--- src/rtl/spi_slave_driver.sv ---
// SPI mode-0 slave front end: synchronizes the SPI pins into the clk domain,
// assembles MOSI bits into words for the receive buffer and serializes
// prefetched transmit words MSB-first on MISO.
module spi_slave_driver #(
  parameter int DATA_WIDTH = 32
) (
  input  logic                  clk,
  input  logic                  rst,
  input  logic                  spi_sclk,
  input  logic                  spi_mosi,
  input  logic                  spi_cs_n,
  output logic                  spi_miso,
  output logic                  to_buf_wr,
  output logic [DATA_WIDTH-1:0] to_buf_data,
  output logic                  from_buf_oe,
  input  logic [DATA_WIDTH-1:0] from_buf_data,
  output logic                  busy,
  output logic                  frame_end
);

  localparam int CNT_W = (DATA_WIDTH > 1) ? $clog2(DATA_WIDTH) : 1;
  localparam logic [CNT_W-1:0] LAST_BIT = CNT_W'(DATA_WIDTH - 1);

  typedef enum logic [1:0] {
    IDLE  = 2'd0,
    LOAD  = 2'd1,
    SHIFT = 2'd2
  } state_t;

  // Synchronizer chains: [0] first flop, [1] synchronized value, [2] edge history
  logic [2:0] sclk_sync_q, sclk_sync_d;
  logic [2:0] cs_sync_q,   cs_sync_d;
  logic [1:0] mosi_sync_q, mosi_sync_d;

  logic sclk_rise, sclk_fall, cs_fall, cs_rise, mosi_bit;

  state_t                 state_q, state_d;
  logic [CNT_W-1:0]       bit_cnt_q, bit_cnt_d;
  logic [DATA_WIDTH-1:0]  rx_shift_q, rx_shift_d;
  logic [DATA_WIDTH-1:0]  tx_shift_q, tx_shift_d;
  logic [DATA_WIDTH-1:0]  next_word_q, next_word_d;
  logic                   next_valid_q, next_valid_d;
  logic                   to_buf_wr_q, to_buf_wr_d;
  logic [DATA_WIDTH-1:0]  to_buf_data_q, to_buf_data_d;
  logic                   word_oe_q, word_oe_d;
  logic                   fetch_q, fetch_d;
  logic                   frame_end_q, frame_end_d;
  logic                   start_oe;

  // Next values of the synchronizer chains: shift each raw pin in
  always_comb begin
    sclk_sync_d = {sclk_sync_q[1:0], spi_sclk};
    cs_sync_d   = {cs_sync_q[1:0],   spi_cs_n};
    mosi_sync_d = {mosi_sync_q[0],   spi_mosi};
  end

  // Synchronizer flops; idle values are sclk low, cs_n high, mosi low
  always_ff @(posedge clk or posedge rst) begin
    if (rst) begin
      sclk_sync_q <= 3'b000;
      cs_sync_q   <= 3'b111;
      mosi_sync_q <= 2'b00;
    end else begin
      sclk_sync_q <= sclk_sync_d;
      cs_sync_q   <= cs_sync_d;
      mosi_sync_q <= mosi_sync_d;
    end
  end

  // Edge detection on synchronized signals only
  always_comb begin
    sclk_rise = sclk_sync_q[1] & ~sclk_sync_q[2];
    sclk_fall = ~sclk_sync_q[1] & sclk_sync_q[2];
    cs_fall   = ~cs_sync_q[1] & cs_sync_q[2];
    cs_rise   = cs_sync_q[1] & ~cs_sync_q[2];
    mosi_bit  = mosi_sync_q[1];
  end

  // Frame FSM and datapath next-state; cs_rise overrides any sclk edge
  always_comb begin
    state_d       = state_q;
    bit_cnt_d     = bit_cnt_q;
    rx_shift_d    = rx_shift_q;
    tx_shift_d    = tx_shift_q;
    next_word_d   = next_word_q;
    next_valid_d  = next_valid_q;
    to_buf_wr_d   = 1'b0;
    to_buf_data_d = to_buf_data_q;
    word_oe_d     = 1'b0;
    fetch_d       = word_oe_q;
    frame_end_d   = 1'b0;
    start_oe      = 1'b0;

    case (state_q)
      IDLE: begin
        if (cs_fall) begin
          start_oe = 1'b1;
          state_d  = LOAD;
        end
      end

      LOAD: begin
        if (cs_rise) begin
          state_d      = IDLE;
          frame_end_d  = 1'b1;
          bit_cnt_d    = '0;
          next_valid_d = 1'b0;
          rx_shift_d   = '0;
        end else begin
          // from_buf_data answers the request issued on the cs_fall cycle
          tx_shift_d   = from_buf_data;
          bit_cnt_d    = '0;
          next_valid_d = 1'b0;
          state_d      = SHIFT;
        end
      end

      SHIFT: begin
        if (cs_rise) begin
          // Partial receive word is dropped; to_buf_data keeps its value
          state_d      = IDLE;
          frame_end_d  = 1'b1;
          bit_cnt_d    = '0;
          next_valid_d = 1'b0;
          rx_shift_d   = '0;
        end else begin
          // Prefetched word arrives the cycle after the word-complete request
          if (fetch_q) begin
            next_word_d  = from_buf_data;
            next_valid_d = 1'b1;
          end
          if (sclk_rise) begin
            rx_shift_d = {rx_shift_q[DATA_WIDTH-2:0], mosi_bit};
            if (bit_cnt_q == LAST_BIT) begin
              bit_cnt_d     = '0;
              to_buf_wr_d   = 1'b1;
              to_buf_data_d = {rx_shift_q[DATA_WIDTH-2:0], mosi_bit};
              word_oe_d     = 1'b1;
            end else begin
              bit_cnt_d = bit_cnt_q + 1'b1;
            end
          end
          if (sclk_fall) begin
            if (next_valid_q) begin
              tx_shift_d   = next_word_q;
              next_valid_d = 1'b0;
            end else begin
              tx_shift_d = {tx_shift_q[DATA_WIDTH-2:0], 1'b0};
            end
          end
        end
      end

      default: begin
        state_d = IDLE;
      end
    endcase
  end

  // Frame state register
  always_ff @(posedge clk or posedge rst) begin
    if (rst) begin
      state_q <= IDLE;
    end else begin
      state_q <= state_d;
    end
  end

  // Shift registers, bit counter and prefetch holding register
  always_ff @(posedge clk or posedge rst) begin
    if (rst) begin
      bit_cnt_q    <= '0;
      rx_shift_q   <= '0;
      tx_shift_q   <= '0;
      next_word_q  <= '0;
      next_valid_q <= 1'b0;
      fetch_q      <= 1'b0;
    end else begin
      bit_cnt_q    <= bit_cnt_d;
      rx_shift_q   <= rx_shift_d;
      tx_shift_q   <= tx_shift_d;
      next_word_q  <= next_word_d;
      next_valid_q <= next_valid_d;
      fetch_q      <= fetch_d;
    end
  end

  // Registered buffer-side strobes and receive word
  always_ff @(posedge clk or posedge rst) begin
    if (rst) begin
      to_buf_wr_q   <= 1'b0;
      to_buf_data_q <= '0;
      word_oe_q     <= 1'b0;
      frame_end_q   <= 1'b0;
    end else begin
      to_buf_wr_q   <= to_buf_wr_d;
      to_buf_data_q <= to_buf_data_d;
      word_oe_q     <= word_oe_d;
      frame_end_q   <= frame_end_d;
    end
  end

  // Output mapping; miso is forced low outside an active shift phase
  always_comb begin
    spi_miso    = (state_q == SHIFT) & tx_shift_q[DATA_WIDTH-1];
    busy        = (state_q != IDLE);
    from_buf_oe = start_oe | word_oe_q;
    to_buf_wr   = to_buf_wr_q;
    to_buf_data = to_buf_data_q;
    frame_end   = frame_end_q;
  end

endmodule

--- config.mk ---
export PLATFORM = sky130hd
export DESIGN_NAME = spi_slave_driver
export DESIGN_NICKNAME = d
export VERILOG_FILES = /design/src/rtl/spi_slave_driver.sv
export SDC_FILE = /design/constraint.sdc
export NUM_CORES = 1
export LEC_CHECK = 0
export ABC_AREA = 1
export BUFFER_PORTS_ARGS = -buffer_cell sky130_fd_sc_hd__clkbuf_2
export CAP_MARGIN = 20
export CORE_MARGIN = 3
export CORE_UTILIZATION = 45
export CTS_CLUSTER_DIAMETER = 150
export DETAILED_ROUTE_END_ITERATION = 12
export PLACE_DENSITY = 0.68
export REMOVE_ABC_BUFFERS = 1
export SETUP_SLACK_MARGIN = 0.05
export SLEW_MARGIN = 5
export SYNTH_ARGS = -nofsm -noshare
export SYNTH_HDL_FRONTEND = slang
export SYNTH_SLANG_ARGS = --single-unit
export TNS_END_PERCENT = 20
--- constraint.sdc ---
create_clock -name clk -period 8.8 [get_ports clk]
set_input_delay 0.88 -clock clk [delete_from_list [all_inputs] [get_ports clk]]
set_output_delay 0.88 -clock clk [all_outputs]
set_load 0.01 [all_outputs]
==> Word-level counts from Yosys, hierarchy flattened <==
Index checks and enable logic that the tools add are counted.
{ "totals": {"ff_bits": 146, "input_bits": 37} }
{ "classes": {"add_sub_neg": 1, "eq_ne": 10, "muxes": 30, "n_bitwise": 11, "n_reduce_logical": 10} }
{ "op_table": {"columns": ["op", "count"], "rows": [
  ["two-way mux 32 bit", 4],
  ["two-way mux 31 bit", 3],
  ["one-hot mux 32 bit (2 select lines)", 1],
  ["one-hot mux 31 bit (2 select lines)", 1],
  ["two-way mux 5 bit", 3],
  ["two-way mux 1 bit", 12],
  ["!= test 2 bit, second input constant", 6],
  ["one-hot mux 5 bit (2 select lines)", 1],
  ["AND reduction 4 bit", 2],
  ["two-way mux 2 bit", 3],
  ["one-hot mux 2 bit (3 select lines)", 1],
  ["AND reduction 3 bit", 2],
  ["adder 5 x 1 -> 5 bit, second input constant", 1],
  ["bitwise AND 1 bit", 5],
  ["== test 5 bit, second input constant", 1],
  ["inverter 1 bit", 5],
  ["AND reduction 2 bit", 2],
  ["nonzero test 2 bit", 2],
  ["!= test 3 bit, second input constant", 1],
  ["== test 2 x 1 -> 1 bit, second input constant", 1],
  ["== test 2 bit, second input constant", 1],
  ["zero test 2 bit", 1],
  ["one-hot mux 1 bit (2 select lines)", 1],
  ["OR reduction 2 bit", 1],
  ["OR 1 bit", 1]
]} }

==> Depth between registers and ports, before layout <==
Gate-level depths: netlist of run 1.
{ "depth": {"ltp_word": 5, "mapped_depth": 10, "ltp_nobuf": 10} }

==> Worst setup path after synthesis of run 1 <==
No wires, ideal clock.
{ "synth_timing": {"kind": "register -> output", "start": "register state_q[0]", "end": "output spi_miso", "t_arrival_ps": 1203, "required_ps": 7920, "setup_slack_ps": 6717, "stages_incl_launch_ff": 7, "path_buffers": 2, "path_cell_list": "dfrtp_1 -> inv_1 -> ha_1 -> buf_2 -> buf_2 -> nand2_1 -> inv_1"} }
{ "synth_via": {"elab_chain_len": 2} }
{ "synth_rtl": {"columns": ["element", "line", "text"], "rows": [
  ["start, declared", "37", "state_t state_q, state_d;"],
  ["start signal, assigned", "165", "state_q <= state_d;"],
  ["== test 2 bit", "205", "spi_miso = (state_q == SHIFT) & tx_shift_q[DATA_WIDTH-1];"],
  ["bitwise AND 1 bit", "205", null],
  ["end, declared", "12", "output logic spi_miso,"]
]} }
Every way passes these cells.

==> Worst setup path after layout of run 1 <==
{ "layout_timing": {"start": "register cs_sync_q[1]", "end": "register rx_shift_q[8]"} }
{ "layout_via": {"elab_chain_len": 3, "word_cells_on_any_way": 6, "cone_classes": "2 x eq/ne; 2 x mux; 1 x bitwise; 1 x reduce/logical"} }
{ "layout_rtl": {"columns": ["element", "line", "text"], "rows": [
  ["start, declared", "32", "logic [2:0] cs_sync_q, cs_sync_d;"],
  ["start signal, assigned", "65", "cs_sync_q <= cs_sync_d;"],
  ["bitwise AND 1 bit *", "75", "cs_rise = cs_sync_q[1] & ~cs_sync_q[2];"],
  ["!= test 3 bit (no line) (tied with other cells)", null, null],
  ["AND reduction 3 bit (no line) or one-hot mux 31 bit (2 select lines) (tied branches)", null, null],
  ["end signal, assigned", "180", "rx_shift_q <= rx_shift_d;"],
  ["end, declared", "39", "logic [DATA_WIDTH-1:0] rx_shift_q, rx_shift_d;"]
]} }
Mark *: on every way between the ends. The rest lies on a longest branch, timed or not.
A chain may end at the register's enable or synchronous reset.

==> impl_metrics.csv, run 1 <==
group,metric,value,unit
layout,antennaDiodeCount,0,
die,rows,43,
placed_design,gp_congestion,0.761,
layout,area_delta_synth_final,16.3,%
job,drv_cap,0,
worst_setup_path,regToRegStartpoint,"cs_sync_q[1]",
layout,fill_cells,1324,
pwr,vdd_ir_drop_max,0.163,mV
clock_network,clockBufferDepth,2,
sta,worst_pin_slew,1.05,ns
sta,skew,0.00964,ns
pwr,power_density,273,nW/um^2
synth,synth_seq_cells,146,
worst_setup_path,path_class,"reg -> reg",
die,boundaryPins,74,
pwr,clkPwrFrac,35.7,%
clock_network,postCtsSetupBuffers,0,
die,die_h,127,microns
synth,synthCells,832,
route,dr.pass1.iters,5,
synth,synth_top_area_share,54.5,%
sta,setup_viol,0,
sta,hold_viol,0,
route,wl_per_cell,13.4,microns
global_routing,grt_max_degree,80,
placed_design,io_buffers,73,
pwr,seq_power_share,38.6,%
route,ant_nets,0,
global_routing,grt_pass1_vias,5046,
worst_setup_path,crit_path_end_kind,"flip-flop",
pwr,intPower,1380,uW
synth,synthesis.area,6570,sq um
worst_setup_path,reg2reg_depth,7,
pwr,power_switching,708,uW
worst_hold_path,holdPathEnd,"mosi_sync_q[1]",
clock_network,cts.clk_slew.worst_paths,0.06,ns
pwr,p_leak,0.00389,uW
die,core_area,14100,sq um
route,drtIter0Drc,358,
sta,rsz0062_at_grt,"false",
clock_network,clock-sinks,146,
pwr,p_comb_share,25.7,%
die,initial_core_util,46.6,%
placed_design,dp.final_hpwl,8560,microns
clock_network,clock_latency,0.43,ns
layout,final_util,54.2,%
pwr,swShare,34.0,%
clock_network,cts_hold_buf,0,
die,die_area,16100,sq um
synth,ys_types,22,
layout,drive_gt1_share,13.6,%
synth,yosysTopAreaCell,"dfrtp_1",
sta,finalMaxSlewViolations,0,
worst_setup_path,reg2reg_slack,4.94,ns
synth,seq_area_frac_synth,55.7,%
worst_setup_path,crit_arrival,4.17,ns
sta,hold-worst-slack,0.347,ns
synth,synth.avg_cell_area,7.90,sq um
sta,tns,0,ns
clock_network,cts_root_buf,"clkbuf_16",
sta,post-route-period-util,43.9,%
die,die_width,127,microns
global_routing,overflow,0,
sta,fin_crit,3.86,ns
route,drc,0,
layout,nets,928,
worst_setup_path,crit_required,9.11,ns
clock_network,cts_resized,0,
clock_network,cts_tree,"built",
worst_hold_path,worstHoldStart,"mosi_sync_q[0]",
clock_network,numCtsBuffers,17,
worst_hold_path,hp-class,"reg -> reg",
sta,slew_headroom,29.8,%
global_routing,track_usage,19.0,%
route,routed_wl,14400,microns
clock_network,htree_num_levels,4,
global_routing,grt_antenna_before_repair,0,
worst_setup_path,path_max_fanout,35,
outcome,outcome,"finished, final reports clean",
route,drt-vias-per-instance,4.92,
route,vias,5303,
synth,synth_warnings,0,
worst_setup_path,cp-start-kind,"flip-flop",
global_routing,grt_first_pass_wirelength,24600,microns
worst_setup_path,r2r_end,"rx_shift_q[8]",
sta,fmax,259,MHz
synth,yosys-top-cells-area,"dfrtp_1 (54%), nand2_1 (16%), o21ai_0 (6.8%)",
worst_hold_path,whs_path_depth,0,
-- cell usage in the layout (no fill, tap or decap), types with 4 or more instances in the layout --
cell type / n
dfrtp_1: 143
clkbuf_2: 73
o21ai_0: 89
a21oi_1: 18
clkinv_4: 4
nand2_1: 284
nand3_1: 54
o21ai_1: 8
inv_1: 82
clkbuf_16: 17
ha_1: 7
nor2_1: 84
buf_4: 5
-- state kept, by name, summed over array words and instances (netlist names) --
register	cells
next_valid_q	1
fetch_q	1
mosi_sync_q	2
rx_shift_q	31
frame_end	1
to_buf_data	32
next_word_q	32
cs_sync_q	3
tx_shift_q	32
bit_cnt_q	5
fetch_d	1
sclk_sync_q	3
state_q	2
-- through the flow --
stage / total power (uW) / setup WS [ns] / std cells / instance area (sq um)
2_1_floorplan: 1170 / 4.00 / 786 / 6360
3_3_place_gp: 1330 / 5.00 / 1044 / 7000
3_5_place_dp: 1340 / 4.92 / 1044 / 7000
4_1_cts: 2090 / 4.87 / 1076 / 7610
5_1_grt: 2230 / 4.53 / 1077 / 7640
6_report: 2090 / 4.94 / 1077 / 7640
-- logic make-up (layout without fill, tap and decap cells) --
logic type	Yosys count	in the layout	synth area share, %
AOI/OAI and AO/OA	119	119	9.20
adders and majority gates	7	7	1.33
and+or+nand+nor	427	427	25.6
DFF	146	146	55.7
buffers and inverters	133	198	8.19
-- Yosys cell counts --
| cell type | count |
|---|---|
| a21oi_1 | 19 |
| a21oi_2 | 1 |
| a22oi_1 | 1 |
| buf_1 | 3 |
| buf_2 | 19 |
| buf_4 | 4 |
| clkbuf_1 | 20 |
| clkinv_1 | 1 |
| dfrtp_1 | 143 |
| dfstp_2 | 3 |
| ha_1 | 7 |
| inv_1 | 83 |
| inv_2 | 3 |
| nand2_1 | 284 |
| nand2_2 | 3 |
| nand3_1 | 54 |
| nand4_1 | 1 |
| nor2_1 | 84 |
| nor3_1 | 1 |
| o21ai_0 | 89 |
| o21ai_1 | 8 |
| o21bai_1 | 1 |
-- layer usage --
metal | track usage [%] | part of all wire (%) | vias to the layer above
met2 | 29.2 | 46 | 111
met1 | 26.4 | 48 | 2491
met3 | 5.14 | 4.9 | 21
met5 | 0 | 0 | -
met4 | 6.06 | 1.3 | 0
li1 | - | - | 2680
-- critical path, stage by stage, from the launching register on --
cell	delay, ns
dfstp_2	0.55
nand2_2	0.10
nand2_2	0.52
inv_2	0.37
nand2_1	0.88
nand2_1	0.92
nand2_1	0.28
nand2_1	0.08
-- power by group through the flow --
stage / sequential [uW] / combinational (uW) / clock (uW)
4_1_cts: 805 / 528 / 758
3_3_place_gp: 814 / 521 / 0
6_report: 805 / 536 / 745
2_1_floorplan: 806 / 364 / 0
5_1_grt: 816 / 626 / 787
3_5_place_dp: 816 / 524 / 0
-- worst max path at each step --
stage	start	to	slack, ns	cells after the start
floorplan	rst	bit_cnt_q[0]	4.00	1
global placement	cs_sync_q[1]	rx_shift_q[14]	5.00	7
detailed placement	cs_sync_q[1]	rx_shift_q[12]	4.92	7
CTS	cs_sync_q[1]	rx_shift_q[8]	4.87	7
global route	state_q[0]	rx_shift_q[15]	4.53	8
finish	cs_sync_q[1]	rx_shift_q[8]	4.94	7
-- final cells by class --
type	count	area (sq um)	area share, %
Tap cell	180	225	2.95
Clock buffer	20	457	5.98
Multi-Input combinational cell	553	2380	31.2
Clock inverter	12	156	2.05
Timing Repair Buffer	79	430	5.63
Inverter	87	332	4.34
Sequential cell	146	3660	47.9
(Power assumes the default switching activity.)
==> run 2, diff against run 1 <==
--- a/config.mk
+++ b/config.mk
@@ -12,7 +12,7 @@
 export CORE_UTILIZATION = 45
 export CTS_CLUSTER_DIAMETER = 150
 export DETAILED_ROUTE_END_ITERATION = 12
-export PLACE_DENSITY = 0.68
+export PLACE_DENSITY = 0.7
 export REMOVE_ABC_BUFFERS = 1
 export SETUP_SLACK_MARGIN = 0.05
 export SLEW_MARGIN = 5
==> constraint.sdc (replaced) <==
create_clock -name clk -period 3.53 [get_ports clk]
set_input_delay 0.353 -clock clk [delete_from_list [all_inputs] [get_ports clk]]
set_output_delay 0.353 -clock clk [all_outputs]
set_load 0.01 [all_outputs]
==> run 2 against run 1 <==
  * Clock-buffer cell count grew 1
  * Critical path depth grew 3
  * First-iteration DRC count grew 9.8%
==> impl_metrics.csv, run 2 (synthesized netlist as in run 1, its figures left out) <==
group,metric,value,unit
worst_setup_path,path_class,"reg -> reg",
sta,fmax,392,MHz
outcome,outcome,"finished, final reports clean",
placed_design,post-place-ws,0.947,ns
layout,drive_gt1_share,14.1,%
global_routing,grt_max_degree,84,
placed_design,dp.final_hpwl,8860,microns
pwr,p_leak,0.00392,uW
global_routing,grt_pass1_vias,5183,
clock_network,cts.clk_slew.worst_paths,0.06,ns
placed_design,gp_congestion,0.804,
layout,area_delta_synth_final,17.1,%
worst_setup_path,cpMostUsedCell,"nand2_1",
sta,fin_crit,2.55,ns
sta,final.setup.worst_slack,0.976,ns
route,drtIter0Drc,393,
worst_setup_path,crit_arrival,2.87,ns
worst_setup_path,reg2reg_depth,10,
route,drt-vias-per-instance,4.95,
clock_network,clockBufferDepth,2,
pwr,power_density,680,nW/um^2
layout,layout.cells.most_common_list,"nand2_1 (284), dfrtp_1 (143), o21ai_0 (89), nor2_1 (84), inv_1 (82)",
global_routing,grt_first_pass_wirelength,25200,microns
worst_hold_path,whs_path_depth,1,
sta,worst_pin_slew,0.998,ns
die,die_area,16100,sq um
die,die_width,127,microns
worst_setup_path,cp-start-kind,"flip-flop",
layout,nets,934,
worst_setup_path,critPathMaxStageDelay,0.55,ns
layout,antennaDiodeCount,0,
die,initial_core_util,46.6,%
global_routing,grt_antenna_before_repair,0,
clock_network,cts_resized,0,
worst_setup_path,r2r_end,"tx_shift_q[29]",
sta,setup_viol,0,
global_routing,track_usage,19.5,%
placed_design,io_buffers,73,
die,boundaryPins,74,
worst_setup_path,crit_required,3.85,ns
route,vias,5364,
sta,rsz0062_at_grt,"false",
layout,layout_commonest_cell,"nand2_1",
worst_setup_path,regToRegStartpoint,"state_q[0]",
sta,hold_viol,0,
sta,post-route-period-util,72.4,%
sta,finalMaxSlewViolations,0,
die,rows,43,
clock_network,cts_root_buf,"clkbuf_16",
global_routing,overflow,0,
clock_network,clock_latency,0.43,ns
pwr,p_total,5230,uW
sta,hold-worst-slack,0.0316,ns
pwr,vdd_ir_drop_max,0.489,mV
clock_network,clock-sinks,146,
clock_network,postCtsSetupBuffers,0,
job,drv_cap,0,
worst_hold_path,worstHoldStart,"spi_mosi",
clock_network,numCtsBuffers,17,
route,dr.pass1.iters,5,
clock_network,htree_num_levels,4,
route,drc,0,
worst_setup_path,reg2reg_slack,0.98,ns
die,core_area,14100,sq um
worst_setup_path,crit_path_end_kind,"flip-flop",
worst_hold_path,holdPathEnd,"mosi_sync_q[0]",
worst_setup_path,crit_slowest_cell,"a21oi_4",
route,routed_wl,14800,microns
worst_hold_path,hp-class,"in -> reg",
sta,skew,0.00709,ns
sta,slew_headroom,33.3,%
route,wl_per_cell,13.7,microns
route,ant_nets,0,
die,die_h,127,microns
worst_setup_path,path_max_fanout,39,
worst_setup_path,cp_cell_sequence,"inv_1 -> ha_1 -> buf_4 -> inv_2 -> nand2_1 -> nand2_1 -> a21oi_4 -> inv_2 -> nand2_1 -> nand2_1",
clock_network,cts_tree,"built",
[run 2: layer usage]
layer	track usage, %	up-vias	wire (microns)
li1	-	2692	-
met1	25.5	2520	6990
met2	31.6	139	6840
met3	5.56	13	834
met4	6.06	0	149
met5	0	-	0
[run 2: power breakdown]
group / internal, uW / switching [uW]
registers: 1900 / 108
clock network: 1170 / 698
logic: 371 / 981
total: 3440 / 1790
[run 2: worst max-delay path by stage]
stage | startpoint | depth (start not counted) | slack [ns] | endpoint
6_report | state_q[0] | 10 | 0.98 | tx_shift_q[29]
5_1_grt | state_q[0] | 9 | 0.62 | rx_shift_q[14]
4_1_cts | state_q[0] | 9 | 0.93 | rx_shift_q[2]
3_5_place_dp | state_q[0] | 9 | 0.95 | rx_shift_q[15]
3_3_place_gp | cs_sync_q[2] | 9 | 1.02 | rx_shift_q[15]
2_1_floorplan | rst | 1 | -0.74 | bit_cnt_q[0]
[run 2: cell type report]
class | count | area, sq um
Multi-Input combinational cell | 553 | 2380
Tap cell | 180 | 225
Clock inverter | 11 | 154
Fill cell | 1327 | 6400
Sequential cell | 146 | 3660
Clock buffer | 21 | 470
Timing Repair Buffer | 85 | 470
Inverter | 87 | 332
[run 2: critical path: cells and delay by family, from the launching register on]
| kind | cells | cell delay (ns) |
|---|---|---|
| compound gates | 1 | 0.55 |
| flops | 1 | 0.38 |
| simple gates | 4 | 0.36 |
| fa+ha+maj | 1 | 0.20 |
| buf+inv | 4 | 0.94 |
[run 2: stage by stage]
step / cell area (sq um) / utilization (%) / setup TNS [ns] / instances
floorplan: 6360 / - / -111.60 / 786
finish: 7690 / 54.6 / 0 / 1083
CTS: 7690 / 54.6 / 0 / 1083
detailed placement: 7060 / 50.1 / 0 / 1050
global placement: 7060 / 50.1 / 0 / 1050
global route: 7690 / 54.6 / 0 / 1083
[run 2: repair_timing]
item                       4_1_cts  5_1_grt
hold buffers                     1        0
setup endpoints to repair        0        0
hold endpoints to repair         1        0
==> run 3, diff against run 2 <==
==> constraint.sdc (replaced) <==
create_clock -name clk -period 2.1 [get_ports clk]
set_input_delay 0.21 -clock clk [delete_from_list [all_inputs] [get_ports clk]]
set_output_delay 0.21 -clock clk [all_outputs]
set_load 0.01 [all_outputs]
==> run 3 against run 2 <==
  * Hold slack improved by 0.013 ns
  * Global-route usage shrank 0.076 points
  * Clock power increased by 63%
  * Register-to-register slack worse by 0.65 ns
  * Largest power group unchanged
  * Sequential cell count did not move
==> impl_metrics.csv, run 3 (synthesized netlist as in run 1, its figures left out) <==
group,metric,value,unit
pwr,power_density,1130,nW/um^2
die,boundaryPins,74,
clock_network,clock-sinks,146,
layout,regArea,3660,sq um
clock_network,cts_tree,"built",
placed_design,io_buffers,73,
global_routing,track_usage,19.4,%
worst_setup_path,crit_start,"state_q[0]",
die,core_area,14100,sq um
sta,post-route-period-util,90.1,%
worst_setup_path,regToRegStartpoint,"state_q[0]",
worst_setup_path,cpMostUsedCell,"inv_1",
route,drt-vias-per-instance,4.90,
worst_setup_path,crit_path_end,"spi_miso",
job,drv_cap,0,
sta,fin_crit,1.89,ns
worst_setup_path,crit_slowest_cell,"dfrtp_1",
sta,tns,0,ns
global_routing,grt_max_degree,62,
global_routing,grt_pass1_vias,5252,
clock_network,cts.clk_slew.worst_paths,0.06,ns
worst_setup_path,crit_arrival,1.68,ns
clock_network,postCtsSetupBuffers,0,
route,drtIter0Drc,324,
sta,rsz0062_at_grt,"false",
sta,fmax,528,MHz
route,dr.pass1.iters,5,
route,routed_wl,14700,microns
sta,finalMaxSlewViolations,0,
clock_network,htree_num_levels,4,
sta,worst_pin_slew,0.604,ns
pwr,p_total,8810,uW
route,wl_per_cell,13.4,microns
worst_setup_path,crit_required,1.89,ns
layout,fin_area,7820,sq um
die,rows,43,
layout,fill_cells,1299,
layout,layout.cells.most_common_list,"nand2_1 (284), dfrtp_1 (143), o21ai_0 (89), nor2_1 (84), inv_1 (82)",
clock_network,clock_latency,0.42,ns
worst_hold_path,hp-class,"in -> reg",
worst_setup_path,reg2reg_slack,0.33,ns
global_routing,grt_antenna_before_repair,0,
global_routing,overflow,0,
worst_setup_path,path_class,"reg -> out",
route,drc,0,
layout,antennaDiodeCount,0,
die,die_h,127,microns
layout,nets,946,
worst_setup_path,cp-start-kind,"flip-flop",
worst_setup_path,critPathMaxStageDelay,0.38,ns
layout,area_delta_synth_final,19.0,%
die,die_area,16100,sq um
placed_design,dp.final_hpwl,9040,microns
clock_network,cts_root_buf,"clkbuf_16",
placed_design,place_area,7160,sq um
sta,final.setup.worst_slack,0.207,ns
die,die_width,127,microns
clock_network,clockBufferDepth,2,
worst_setup_path,r2r_end,"rx_shift_q[4]",
layout,layout_commonest_cell,"nand2_1",
sta,setup_viol,0,
pwr,vdd_ir_drop_max,0.882,mV
worst_setup_path,path_max_fanout,35,
die,initial_core_util,46.6,%
layout,final_util,55.5,%
sta,skew,0.00739,ns
worst_setup_path,reg2reg_depth,9,
worst_setup_path,crit_path_end_kind,"output pin",
sta,slew_headroom,59.5,%
global_routing,grt_first_pass_wirelength,25500,microns
outcome,outcome,"finished, final reports clean",
route,ant_nets,0,
worst_setup_path,cp_cell_sequence,"inv_1 -> ha_2 -> buf_12 -> nand2_1 -> inv_1 -> clkbuf_2",
layout,drive_gt1_share,14.6,%
sta,hold_viol,0,
route,vias,5362,
clock_network,numCtsBuffers,17,
placed_design,post-place-ws,0.261,ns
layout,multiInputGateArea,2390,sq um
pwr,p_leak,0.00397,uW
placed_design,gp_congestion,0.779,
==> run 3: changes by cell type in the layout (fill, tap and decap cells not counted), sizes merged <==
cell | previous run | this run
clkbuf | 94 | 96
buf | 11 | 20
dlygate4sd3 | 1 | 4
clkinv | 7 | 3
clkinvlp | 2 | 4
==> run 3: area by class of cell <==
type | instances | share of cell area (%)
flip-flops and latches | 146 | 46.8
well taps | 180 | 2.88
inverters | 87 | 4.24
repair buffers | 97 | 7.91
clock inverters | 9 | 1.66
clock buffers | 23 | 5.99
multi-input cells | 553 | 30.5
==> run 3: stage by stage <==
stage | std cells | hold WS [ns]
floorplan | 786 | 0.214
global placement | 1059 | 0.288
detailed placement | 1059 | 0.297
CTS | 1095 | 0.0302
global route | 1095 | 0.0438
finish | 1095 | 0.0450
==> run 3: layer usage <==
metal | vias to the layer above | share of wire [%] | global-route usage, %
li1 | 2713 | - | -
met1 | 2525 | 47 | 26.2
met2 | 113 | 47 | 31.4
met3 | 11 | 5.2 | 5.14
met4 | 0 | 0.86 | 4.92
met5 | - | 0 | 0
==> run 3: worst min path at each step <==
stage,start,endpoint,slack [ns],cells after the start
after floorplan,spi_cs_n,cs_sync_q[0],0.21,0
after global placement,rst,to_buf_data[22],0.29,2
after detailed placement,rst,to_buf_data[24],0.30,2
after CTS,from_buf_data[31],next_word_q[31],0.03,3
after global routing,from_buf_data[29],next_word_q[29],0.04,3
final,from_buf_data[31],next_word_q[31],0.04,3
==> run 3: timing repair <==
action                                 in CTS  in global routing
setup endpoints to repair                   1                  1
pin swaps                                   0                  0
gates cloned                                0                  0
resized for setup                           2                  2
hold buffers                                4                  0
endpoints found under the hold margin      54                  0
==> run 3: critical path, delay by kind of cell (launching register included) <==
| kind | cells | cell delay, ns |
|---|---|---|
| buffers and inverters | 4 | 0.52 |
| DFF | 1 | 0.38 |
| adders and majority gates | 1 | 0.29 |
| and+or+nand+nor | 1 | 0.08 |
==> run 3: power by group <==
| group | switching (uW) | internal [uW] | total (uW) | leakage [uW] |
|---|---|---|---|---|
| Sequential | 182 | 3200 | 3380 | 0.00184 |
| Clock | 1120 | 1930 | 3040 | 0.000279 |
| Combinational | 1660 | 727 | 2380 | 0.00185 |
